## config.mk

```make
export PLATFORM = sky130hd
export DESIGN_NAME = fetch_ctrl
export DESIGN_NICKNAME = d
export VERILOG_FILES = /design/src/rtl/fetch_ctrl.sv
export SDC_FILE = /design/constraint.sdc
export NUM_CORES = 1
export LEC_CHECK = 0
export BUFFER_PORTS_ARGS = -buffer_cell sky130_fd_sc_hd__buf_4
export CAP_MARGIN = 20
export CORE_MARGIN = 4
export CORE_UTILIZATION = 56
export DETAILED_ROUTE_END_ITERATION = 16
export PLACE_DENSITY = 0.91
export SLEW_MARGIN = 30
export SYNTH_ARGS = -nofsm -noshare
export SYNTH_HDL_FRONTEND = slang
export SYNTH_SLANG_ARGS = --single-unit
```

## constraint.sdc

```tcl
create_clock -name clk -period 3.6 [get_ports clk]
set_input_delay 0.18 -clock clk [delete_from_list [all_inputs] [get_ports clk]]
set_output_delay 0.18 -clock clk [all_outputs]
set_load 0.005 [all_outputs]
```

## src/rtl/fetch_ctrl.sv

```systemverilog
// fetch_ctrl: instruction-fetch sequencer.
// Owns the fetch PC. Issues one instruction-bus request at a time and buffers
// the returned word until the F/D register accepts it. Applies PC redirects
// from later stages. A redirect that arrives while a request is outstanding
// lets that request finish, then drops its data and fetches the new target.
// Ports:
//   clk          rising-edge clock
//   reset        synchronous active-low reset
//   ireq         instruction-bus request {valid, addr}
//   iresp        instruction-bus response {addr_ok, data_ok, data}; addr_ok unused
//   redirect     restart fetch at redirect_pc
//   redirect_pc  restart address
//   stallF       F/D register refuses delivery this cycle
//   dataF_nxt    {valid, pc, raw_instr} toward the F/D register
//   fetch_cnt    delivered-instruction count (only with FETCH_PERF_EN)
// Optional feature macro: FETCH_PERF_EN adds the fetch_cnt port and counter.
// All outputs are registered. Their next values are decoded from next state,
// so there is no path from iresp, redirect or stallF to any output.

package fetch_ctrl_pkg;
    localparam int unsigned XLEN = 64;
    localparam int unsigned ILEN = 32;

    typedef struct packed {
        logic            valid;
        logic [XLEN-1:0] addr;
    } ibus_req_t;

    typedef struct packed {
        logic            addr_ok;
        logic            data_ok;
        logic [ILEN-1:0] data;
    } ibus_resp_t;

    typedef struct packed {
        logic            valid;
        logic [XLEN-1:0] pc;
        logic [ILEN-1:0] raw_instr;
    } fetch_data_t;
endpackage

module fetch_ctrl
    import fetch_ctrl_pkg::*;
#(
    parameter logic [63:0] RESET_PC = 64'h0000_0000_8000_0000
) (
    input  logic             clk,
    input  logic             reset,
    output ibus_req_t        ireq,
    input  ibus_resp_t       iresp,
    input  logic             redirect,
    input  logic [XLEN-1:0]  redirect_pc,
    input  logic             stallF,
    output fetch_data_t      dataF_nxt
`ifdef FETCH_PERF_EN
    ,
    output logic [XLEN-1:0]  fetch_cnt
`endif
);

    typedef enum logic [1:0] {IDLE, REQ, DISCARD, VALID} state_t;

    state_t            state_q, state_d;
    logic [XLEN-1:0]   pc_q, pc_d;
    logic [XLEN-1:0]   tgt_q, tgt_d;
    logic [XLEN-1:0]   buf_pc_q, buf_pc_d;
    logic [ILEN-1:0]   buf_instr_q, buf_instr_d;
    logic              handoff;
    ibus_req_t         ireq_d;
    fetch_data_t       data_d;

    // The bus address-phase acknowledge is not needed by this controller.
    logic unused_addr_ok;
    assign unused_addr_ok = iresp.addr_ok;

    // Next-state, next-PC and next-output decode
    always_comb begin
        state_d     = state_q;
        pc_d        = pc_q;
        tgt_d       = tgt_q;
        buf_pc_d    = buf_pc_q;
        buf_instr_d = buf_instr_q;
        handoff     = 1'b0;

        unique case (state_q)
            IDLE: state_d = REQ;
            REQ: begin
                if (iresp.data_ok) begin
                    if (redirect) begin
                        pc_d = redirect_pc;
                    end else begin
                        buf_pc_d    = pc_q;
                        buf_instr_d = iresp.data;
                        state_d     = VALID;
                    end
                end else if (redirect) begin
                    tgt_d   = redirect_pc;
                    state_d = DISCARD;
                end
            end
            // Old request must complete before the new target can be issued.
            DISCARD: begin
                if (iresp.data_ok) begin
                    pc_d    = redirect ? redirect_pc : tgt_q;
                    state_d = REQ;
                end else if (redirect) begin
                    tgt_d = redirect_pc;
                end
            end
            // Redirect beats stall: buffered word is stale either way.
            VALID: begin
                if (redirect) begin
                    pc_d    = redirect_pc;
                    state_d = REQ;
                end else if (!stallF) begin
                    pc_d    = pc_q + XLEN'(4);
                    state_d = REQ;
                    handoff = 1'b1;
                end
            end
            default: state_d = IDLE;
        endcase

        ireq_d.valid     = (state_d == REQ) || (state_d == DISCARD);
        ireq_d.addr      = pc_d;
        data_d.valid     = (state_d == VALID);
        data_d.pc        = buf_pc_d;
        data_d.raw_instr = buf_instr_d;
    end

    // State and output registers
    always_ff @(posedge clk) begin
        if (!reset) begin
            state_q     <= IDLE;
            pc_q        <= RESET_PC;
            tgt_q       <= '0;
            buf_pc_q    <= '0;
            buf_instr_q <= '0;
            ireq        <= '{valid: 1'b0, addr: RESET_PC};
            dataF_nxt   <= '0;
        end else begin
            state_q     <= state_d;
            pc_q        <= pc_d;
            tgt_q       <= tgt_d;
            buf_pc_q    <= buf_pc_d;
            buf_instr_q <= buf_instr_d;
            ireq        <= ireq_d;
            dataF_nxt   <= data_d;
        end
    end

`ifdef FETCH_PERF_EN
    // Delivered-instruction counter; redirect-dropped words are not counted.
    always_ff @(posedge clk) begin
        if (!reset) begin
            fetch_cnt <= '0;
        end else if (handoff) begin
            fetch_cnt <= fetch_cnt + XLEN'(1);
        end
    end
`else
    logic unused_handoff;
    assign unused_handoff = handoff;
`endif

endmodule

```

==> results.yml, run 1 <==
clock_network:
  clock-sinks: 228
  cts_tree: "built"
  clk_pin_slew_worst_paths_ns: 0.07
  ctsResizeCount: 0
  cts_made_buffers: 24
  clk-insertion-delay-late_ns: 0.53
  cts_root_buf: "clkbuf_16"
  cts_max_level: 1
  ctsLongestPathBuffers: 3
  cts_setup_buffers: 0
logic_synthesis:
  synth.distinct_cells: 65
  yosysSeqAreaShare_pct: 43.65
  ys_warn_count: 0
  synthArstFlopShare_pct: 0
  synth-edff-count: 0
  synth.avg_cell_area_um2: 7.572
  synth_ff_type: "dfxtp_1"
  syn_area_um2: 10460
  synth_seq_cells: 228
  syn_nets: 1489
  synth_cells: 1381
setup_path:
  cp_slowest_stage_delay_ns: 0.59
  crit_fanout: 11
  end_kind: "flip-flop"
  cp.arrival_ns: 3.30
  r2r-end: "pc_q[53]"
  crit_chain: "and4_4, nand4_4, nor3_2, nand4_1, or4_1, a31oi_1"
  worst-endpoint-required_ns: 4.04
  cp_slowest_cell: "or4_1"
  r2r_cells: 6
  r2r_start: "pc_q[11]"
  r2r_slack_ns: 0.74
  crit_type: "reg -> reg"
  crit_path_start_kind: "flip-flop"
worst_hold_path:
  hold_path_depth: 2
  hold_start: "reset"
  hold_path.class: "in -> reg"
  min_to: "pc_q[31]"
route:
  vias: 12100
  postRouteAntennaNets: 0
  drt_pass1_iterations: 8
  via_per_inst: 6.315
  route.detailed.drc: 0
  detail_route.wl_per_cell_um: 19.80
  totalWireLength_mm: 37.94
  drt_iter0_drc: 1510
die:
  core-area_um2: 18150
  top_level_ports: 264
  start_util_pct: 57.62
  row_count: 49
  fp.dieH_um: 144.6
  die_x_um: 144.6
  die_area_um2: 20920
sta:
  tns_ns: 0
  max_freq_ghz: 0.3496
  slew_viol_final: 0
  slew_headroom_pct: 37.03
  final.period_utilization_pct: 79.46
  rsz0062_at_grt: "false"
  setup_viol: 0
  skew_ns: 0.04233
  fin_crit_ns: 2.860
  worst_pin_slew_ns: 0.9446
  finalHoldViolCount: 0
global_route:
  grt_pass1_vias: 11580
  grt_use_met1_pct: 42.42
  use_met2_pct: 58.96
  antenna_found_initial: 0
  overflow: 0
  track_usage_pct: 34.45
  grt_pass1_wl_mm: 58.84
  gr-usage-met3_pct: 6.746
  busiest_layer: "met2"
  grt_max_degree: 115
power:
  p_total_w: 0.006288
  p_clk_share_pct: 41.6
  switching_share_pct: 25.90
  powerDensity_nw_per_um2: 440.3
  seq_power_share_pct: 44.7
  internal_power_w: 0.004660
  p_comb_share_pct: 13.7
  ir_drop_mv: 0.4194
  cellLeakagePower_nw: 5.499
  power.switching_w: 0.001628
run:
  max-cap-violations: 0
finish:
  area_growth_pct: 36.59
  layout-drive-gt1-share_pct: 20.30
  fillerInstances: 1192
  nets: 1775
placement:
  place.detailed.hpwl_mm: 22.86
  place_congestion: 0.9233
  portBuffers: 262
run_status:
  status: "finished clean"
## metrics by stage
| stage | setup WS, ns | area, um2 | std cells | utilization (%) | hold slack [ns] |
|---|---|---|---|---|---|
| after CTS | 0.8373 | 14280 | 1914 | 78.67 | 0.09688 |
| after global placement | 0.7463 | 12440 | 1773 | 68.55 | 0.4260 |
| final | 0.7396 | 14280 | 1916 | 78.70 | 0.1203 |
| after global routing | 0.5995 | 14280 | 1914 | 78.67 | 0.1339 |
| after floorplan | 1.310 | 10460 | 1381 | - | 0.3160 |
| after detailed placement | 0.8843 | 12480 | 1774 | 68.75 | 0.4370 |
## placed cells by master (no fill, tap or decap), drive strengths merged, types with 13 or more instances in the layout
cell,n
nand2,369
buf,281
dfxtp,228
a21oi,212
dlygate4sd3,96
o21ai,65
nor2,54
clkbuf,42
nand3,32
a22oi,30
nor3,22
a31oi,18
nand4,18
o211ai,15
inv,15
a221oi,14
and3,13
and4,13
## power by group through the flow
stage / clock (W) / sequential, W / combinational (W)
2_1_floorplan: 0 / 0.00280 / 0.000395
3_3_place_gp: 0 / 0.00285 / 0.000714
3_5_place_dp: 0 / 0.00285 / 0.000746
4_1_cts: 0.00262 / 0.00280 / 0.000840
5_1_grt: 0.00273 / 0.00282 / 0.000934
6_report: 0.00261 / 0.00281 / 0.000864
## timing repair
item / CTS / global route
setup endpoints to repair: 0 / 0
hold buffers: 96 / 0
endpoints found under the hold margin: 103 / 0
## Yosys cell counts, types with 12 or more instances
library cell,n,area [um2]
a31oi_1,18,112.6
o21ai_0,65,325.3
nand2_1,369,1385
a221oi_1,14,122.6
buf_2,15,75.07
nor3_1,19,95.09
dfxtp_1,228,4564
and2_1,12,75.07
nand4_1,17,106.4
and3_1,13,81.33
o211ai_1,15,112.6
clkbuf_1,95,356.6
a221o_1,12,120.1
inv_1,15,56.30
a21oi_1,212,1061
nor2_1,54,202.7
a22o_1,12,105.1
nand3_1,32,160.2
a22oi_1,30,225.2
## layer usage
metal	vias to the layer above	part of all wire, %
met2	863	49
met4	0	3.9
met1	5616	36
li1	5465	-
met5	-	0
met3	156	11
## final cells by class
cell class / count / area, um2 / share of cell area, %
multi-input cells: 1021 / 5435 / 38.06
well taps: 229 / 286.5 / 2.006
repair buffers: 377 / 3090 / 21.64
inverters: 15 / 61.31 / 0.4293
clock inverters: 2 / 60.06 / 0.4205
flip-flops and latches: 228 / 4564 / 31.96
diodes: 2 / 5.005 / 0.03504
clock buffers: 42 / 779.5 / 5.458
## how the worst max path moves through the flow
stage / startpoint / slack, ns / to
2_1_floorplan: state_q[0] / 1.31 / pc_q[45]
3_3_place_gp: state_q[0] / 0.75 / pc_q[28]
3_5_place_dp: pc_q[11] / 0.88 / pc_q[53]
4_1_cts: pc_q[11] / 0.84 / pc_q[53]
5_1_grt: state_q[0] / 0.60 / pc_q[62]
6_report: pc_q[11] / 0.74 / pc_q[53]
## flip-flops by register name (all words and copies together), names as in the netlist
register	cells
buf_instr_q	32
ireq	1
tgt_q	64
buf_pc_q	64
dataF_nxt	1
pc_q	64
state_q	2
## cells by family (layout without fill, tap and decap cells)
logic type | count (synthesis) | count (layout) | share of synthesized area [%]
adders and majority gates | 6 | 6 | 0.7179
muxes | 4 | 4 | 0.4068
xor gates and xnor gates | 5 | 5 | 0.4189
DFF | 228 | 228 | 43.65
AOI/OAI and AO/OA | 430 | 430 | 25.05
buffers and inverters | 132 | 436 | 4.978
and+or+nand+nor | 576 | 576 | 24.78
other | 0 | 2 | 0
## worst max-delay path, delay by kind of cell, from the launching register on
family             cells  cell delay, ns
DFF                    1            0.54
AOI/OAI and AO/OA      1            0.17
and+or+nand+nor        5            2.10
Note: power is estimated with default switching activity, not from simulation.
==> run 2: changes to the inputs <==
Settings changed: CORE_UTILIZATION 56 to 54, PLACE_DENSITY 0.91 to 0.88.
Clock period 3.6 ns to 2.7 ns, I/O delays scaled along.
==> results.yml, run 2 (synthesized netlist as in run 1, its figures left out) <==
sta:
  skew_ns: 0.01034
  slew_headroom_pct: 50.83
  worst_pin_slew_ns: 0.7350
  max_freq_ghz: 0.4026
  tns_ns: 0
  slew_viol_final: 0
  fin_crit_ns: 2.484
  finalHoldViolCount: 0
  final.period_utilization_pct: 91.99
  rsz0062_at_grt: "false"
  setup_viol: 0
setup_path:
  crit_cells: 10
  crit_start: "state_q[0]"
  cp.arrival_ns: 2.92
  crit_fanout: 36
  end_kind: "flip-flop"
  cp_slowest_stage_delay_ns: 0.42
  cp_top_family: "buffers and inverters"
  critPathBufInv: 3
  crit_path_start_kind: "flip-flop"
  r2r_start: "state_q[0]"
  r2r_slack_ns: 0.22
  cp_slowest_cell: "buf_4"
  worst-endpoint-required_ns: 3.13
  crit_chain: "inv_1, ha_1, buf_4, nor2b_4, buf_4, a22oi_1, a21oi_1, or3_1, o221ai_1, a211oi_1"
  r2r_cells: 10
  crit_type: "reg -> reg"
  crit_top_cell: "buf_4"
die:
  top_level_ports: 264
  die_x_um: 147.2
  fp.dieH_um: 147.2
  core-area_um2: 18890
  row_count: 50
  die_area_um2: 21650
  start_util_pct: 55.34
route:
  totalWireLength_mm: 37.93
  drt_iter0_drc: 1234
  vias: 12140
  postRouteAntennaNets: 0
  detail_route.wl_per_cell_um: 19.20
  drt_pass1_iterations: 6
  via_per_inst: 6.144
  route.detailed.drc: 0
placement:
  place.detailed.hpwl_mm: 23.57
  place_congestion: 0.8917
  placedCellCount: 1834
  portBuffers: 262
finish:
  fillerInstances: 1282
  area_growth_pct: 40.03
  fin_cells: 1975
  top_regs: "buf_pc_q x64, pc_q x64, tgt_q x64"
  layout-drive-gt1-share_pct: 21.94
  register_area_um2: 4564
  final_common_cell: "nand2_1"
  final_cell_mix: "367 x nand2_1, 305 x buf_4, 228 x dfxtp_1, 212 x a21oi_1, 96 x dlygate4sd3_1"
  nets: 1804
  multi_input_area_um2: 5426
clock_network:
  cts_max_level: 1
  clk-insertion-delay-late_ns: 0.51
  cts_root_buf: "clkbuf_16"
  clk_pin_slew_worst_paths_ns: 0.06
  cts_tree: "built"
  clock-sinks: 228
  ctsLongestPathBuffers: 3
  ctsResizeCount: 0
  cts_setup_buffers: 0
  cts_made_buffers: 24
  cts_hold_buf: 96
run_status:
  status: "finished clean"
power:
  power.switching_w: 0.002218
  ir_drop_mv: 0.4910
  cellLeakagePower_nw: 5.694
  powerDensity_nw_per_um2: 593.2
  p_comb_share_pct: 14.0
  p_clk_share_pct: 43.1
  switching_share_pct: 25.54
  internal_power_w: 0.006468
  seq_power_share_pct: 42.8
worst_hold_path:
  hold_path.class: "in -> reg"
  hold_path_depth: 2
  hold_start: "reset"
global_route:
  grt_pass1_wl_mm: 59.40
  grt_pass1_vias: 11270
  antenna_found_initial: 1
  grt_max_degree: 103
  overflow: 0
  track_usage_pct: 32.60
run:
  max-cap-violations: 0
==> run 2: cell types whose count changed in the layout (fill, tap and decap cells not counted), moves of 2 or more <==
cell / change
clkbuf_1: -5
buf_12: +5
buf_4: +25
clkbuf_8: -2
clkinvlp_4: +3
bufinv_16: +3
==> run 2: final cells by class <==
| class | count | share of cell area [%] |
|---|---|---|
| Inverter | 15 | 0.4187 |
| Sequential cell | 228 | 31.17 |
| Clock inverter | 9 | 1.213 |
| Tap cell | 260 | 2.222 |
| Antenna cell | 1 | 0.01709 |
| Clock buffer | 35 | 5.008 |
| Multi-Input combinational cell | 1021 | 37.06 |
| Timing Repair Buffer | 406 | 22.89 |
==> run 2: per-stage QoR <==
step,setup WS [ns],instance area (um2),util [%],power [W],hold WS (ns)
after CTS,0.2803,14640,77.48,0.008660,0.04040
after global placement,0.3255,12770,67.58,0.004803,0.3816
after global routing,0.01201,14640,77.50,0.008969,0.07036
final,0.2162,14640,77.50,0.008686,0.05897
after detailed placement,0.2870,12770,67.58,0.004840,0.3919
after floorplan,0.4103,10460,-,0.004265,0.2710
==> run 2: worst register-to-register path: cells and delay by family (launching register included) <==
kind / cells / cell delay, ns
fa+ha+maj: 1 / 0.23
flops: 1 / 0.35
simple gates: 2 / 0.32
buf+inv: 3 / 0.74
compound gates: 4 / 0.76
==> run 2: final timing paths <==
| path | to |
|---|---|
| max reg2reg | pc_q[47] |
| min reg2reg | tgt_q[32] |
| max | pc_q[47] |
| min | pc_q[31] |
==> run 2: metal layers <==
layer | track usage, % | vias to the layer above | share of wire (%)
met5 | 0 | - | 0
met4 | 12.21 | 0 | 3.6
met3 | 6.200 | 141 | 11
met2 | 54.86 | 824 | 48
met1 | 41.69 | 5648 | 37
li1 | - | 5522 | -
==> run 2: power groups by stage <==
stage | clock network, W | logic, W | registers (W)
after floorplan | 0 | 0.000527 | 0.00374
after global placement | 0 | 0.00103 | 0.00377
after detailed placement | 0 | 0.00106 | 0.00378
after CTS | 0.00377 | 0.00118 | 0.00371
after global routing | 0.00393 | 0.00130 | 0.00374
final | 0.00375 | 0.00122 | 0.00372
==> run 3: changes to the inputs <==
Settings changed: CAP_MARGIN 20 to not set, CORE_UTILIZATION 54 to 56, PLACE_DENSITY 0.88 to 0.91.
Clock period 2.7 ns to 3.1 ns, I/O delays scaled along.
==> results.yml, run 3 (synthesized netlist as in run 1, its figures left out) <==
run_status:
  status: "finished clean"
finish:
  final_common_cell: "nand2_1"
  fin_cells: 1923
  final_cell_mix: "367 x nand2_1, 287 x buf_4, 228 x dfxtp_1, 212 x a21oi_1, 96 x dlygate4sd3_1"
  area_growth_pct: 37.43
  top_regs: "buf_pc_q x64, pc_q x64, tgt_q x64"
  nets: 1782
  layout-drive-gt1-share_pct: 20.74
  stdcell_area_um2: 14370
  post-route-util_pct: 79.19
clock_network:
  ctsLongestPathBuffers: 3
  cts_root_buf: "clkbuf_16"
  clk-insertion-delay-late_ns: 0.53
  cts_tree: "built"
  clock-sinks: 228
  cts_max_level: 1
  cts_made_buffers: 24
  clk_pin_slew_worst_paths_ns: 0.06
  cts_setup_buffers: 0
setup_path:
  cp_slowest_stage_delay_ns: 0.56
  crit_top_cell: "buf_4"
  r2r-end: "pc_q[59]"
  worst-endpoint-required_ns: 3.49
  end_kind: "flip-flop"
  r2r_start: "state_q[0]"
  cp_slowest_cell: "o21bai_4"
  r2r_slack_ns: 0.38
  crit_chain: "inv_1, ha_1, buf_4, o21bai_4, buf_4, a221o_1, nand2_1, a221oi_1"
  crit_type: "reg -> reg"
  crit_fanout: 21
  critPathBufInv: 3
  cp.arrival_ns: 3.11
  crit_path_start_kind: "flip-flop"
  cp_top_family: "compound AO/OA/AOI/OAI gates"
  r2r_cells: 8
route:
  via_per_inst: 6.284
  vias: 12090
  postRouteAntennaNets: 0
  drt_pass1_iterations: 6
  detail_route.wl_per_cell_um: 19.62
  drt_iter0_drc: 1603
  totalWireLength_mm: 37.74
  route.detailed.drc: 0
global_route:
  grt_pass1_wl_mm: 58.66
  overflow: 0
  track_usage_pct: 34.43
  grt_max_degree: 113
  grt_pass1_vias: 11600
  antenna_found_initial: 1
sta:
  slew_headroom_pct: 42.47
  tns_ns: 0
  final.period_utilization_pct: 87.69
  rsz0062_at_grt: "false"
  slew_viol_final: 0
  worst_pin_slew_ns: 0.8629
  finalHoldViolCount: 0
  skew_ns: 0.02557
  fin_crit_ns: 2.718
  setup_viol: 0
  max_freq_ghz: 0.3679
run:
  max-cap-violations: 0
placement:
  portBuffers: 262
  place_area_um2: 12520
  placedCellCount: 1781
  place.detailed.hpwl_mm: 22.87
  place_congestion: 0.9660
die:
  die_x_um: 144.6
  core-area_um2: 18150
  die_area_um2: 20920
  fp.dieH_um: 144.6
  row_count: 49
  start_util_pct: 57.62
  top_level_ports: 264
worst_hold_path:
  hold_start: "reset"
  hold_path.class: "in -> reg"
  hold_path_depth: 2
  min_to: "pc_q[31]"
power:
  cellLeakagePower_nw: 5.553
  powerDensity_nw_per_um2: 520.3
  p_total_w: 0.007477
  ir_drop_mv: 0.4612
[run 3: worst max path at each step]
stage | from | end | slack, ns | cells past startpoint
2_1_floorplan | state_q[0] | pc_q[45] | 0.81 | 10
3_3_place_gp | state_q[0] | pc_q[62] | 0.67 | 10
3_5_place_dp | state_q[0] | pc_q[59] | 0.50 | 8
4_1_cts | state_q[0] | pc_q[59] | 0.47 | 8
5_1_grt | state_q[0] | pc_q[59] | 0.23 | 8
6_report | state_q[0] | pc_q[59] | 0.38 | 8
[run 3: where the power goes]
group	internal (W)	switching, W	leakage [nW]
sequential	0.00307	0.000198	1.85
combinational	0.000484	0.000521	3.27
clock	0.00201	0.00120	0.434
total	0.00556	0.00192	5.55
[run 3: layout make-up]
type                            instances  area, um2
Multi-Input combinational cell       1021       5435
Sequential cell                       228       4564
Timing Repair Buffer                  384       3136
Clock inverter                          8      165.2
Clock buffer                           36      716.9
Antenna cell                            2      5.005
Fill cell                            1162       3777
Tap cell                              229      286.5
Inverter                               15      61.31
[run 3: metrics by stage]
stage          hold slack, ns  setup slack, ns
2_1_floorplan          0.2910           0.8103
3_3_place_gp           0.4017           0.6683
3_5_place_dp           0.4132           0.5015
4_1_cts               0.06563           0.4688
5_1_grt               0.07986           0.2333
6_report              0.07936           0.3816
[run 3: timing repair]
action,4_1_cts,5_1_grt
hold endpoints to repair,102,0
resized for setup,0,0
hold buffers,96,0
[run 3: routing by layer]
metal  up-vias  part of all wire (%)  GRT usage, %
li1       5473                     -             -
met1      5665                    37         42.23
met2       809                    49         59.08
met3       138                    11         7.209
met4         0                   3.8         13.75
met5         -                     0             0
[run 3: worst reg2reg max path, delay by kind of cell, from the launching register on]
| family | cells | cell delay (ns) |
|---|---|---|
| flip-flops | 1 | 0.42 |
| AO/OA/AOI/OAI | 3 | 1.13 |
| adder cells (fa/ha/maj) | 1 | 0.27 |
| AND/OR/NAND/NOR | 1 | 0.08 |
| buffers and inverters | 3 | 0.69 |
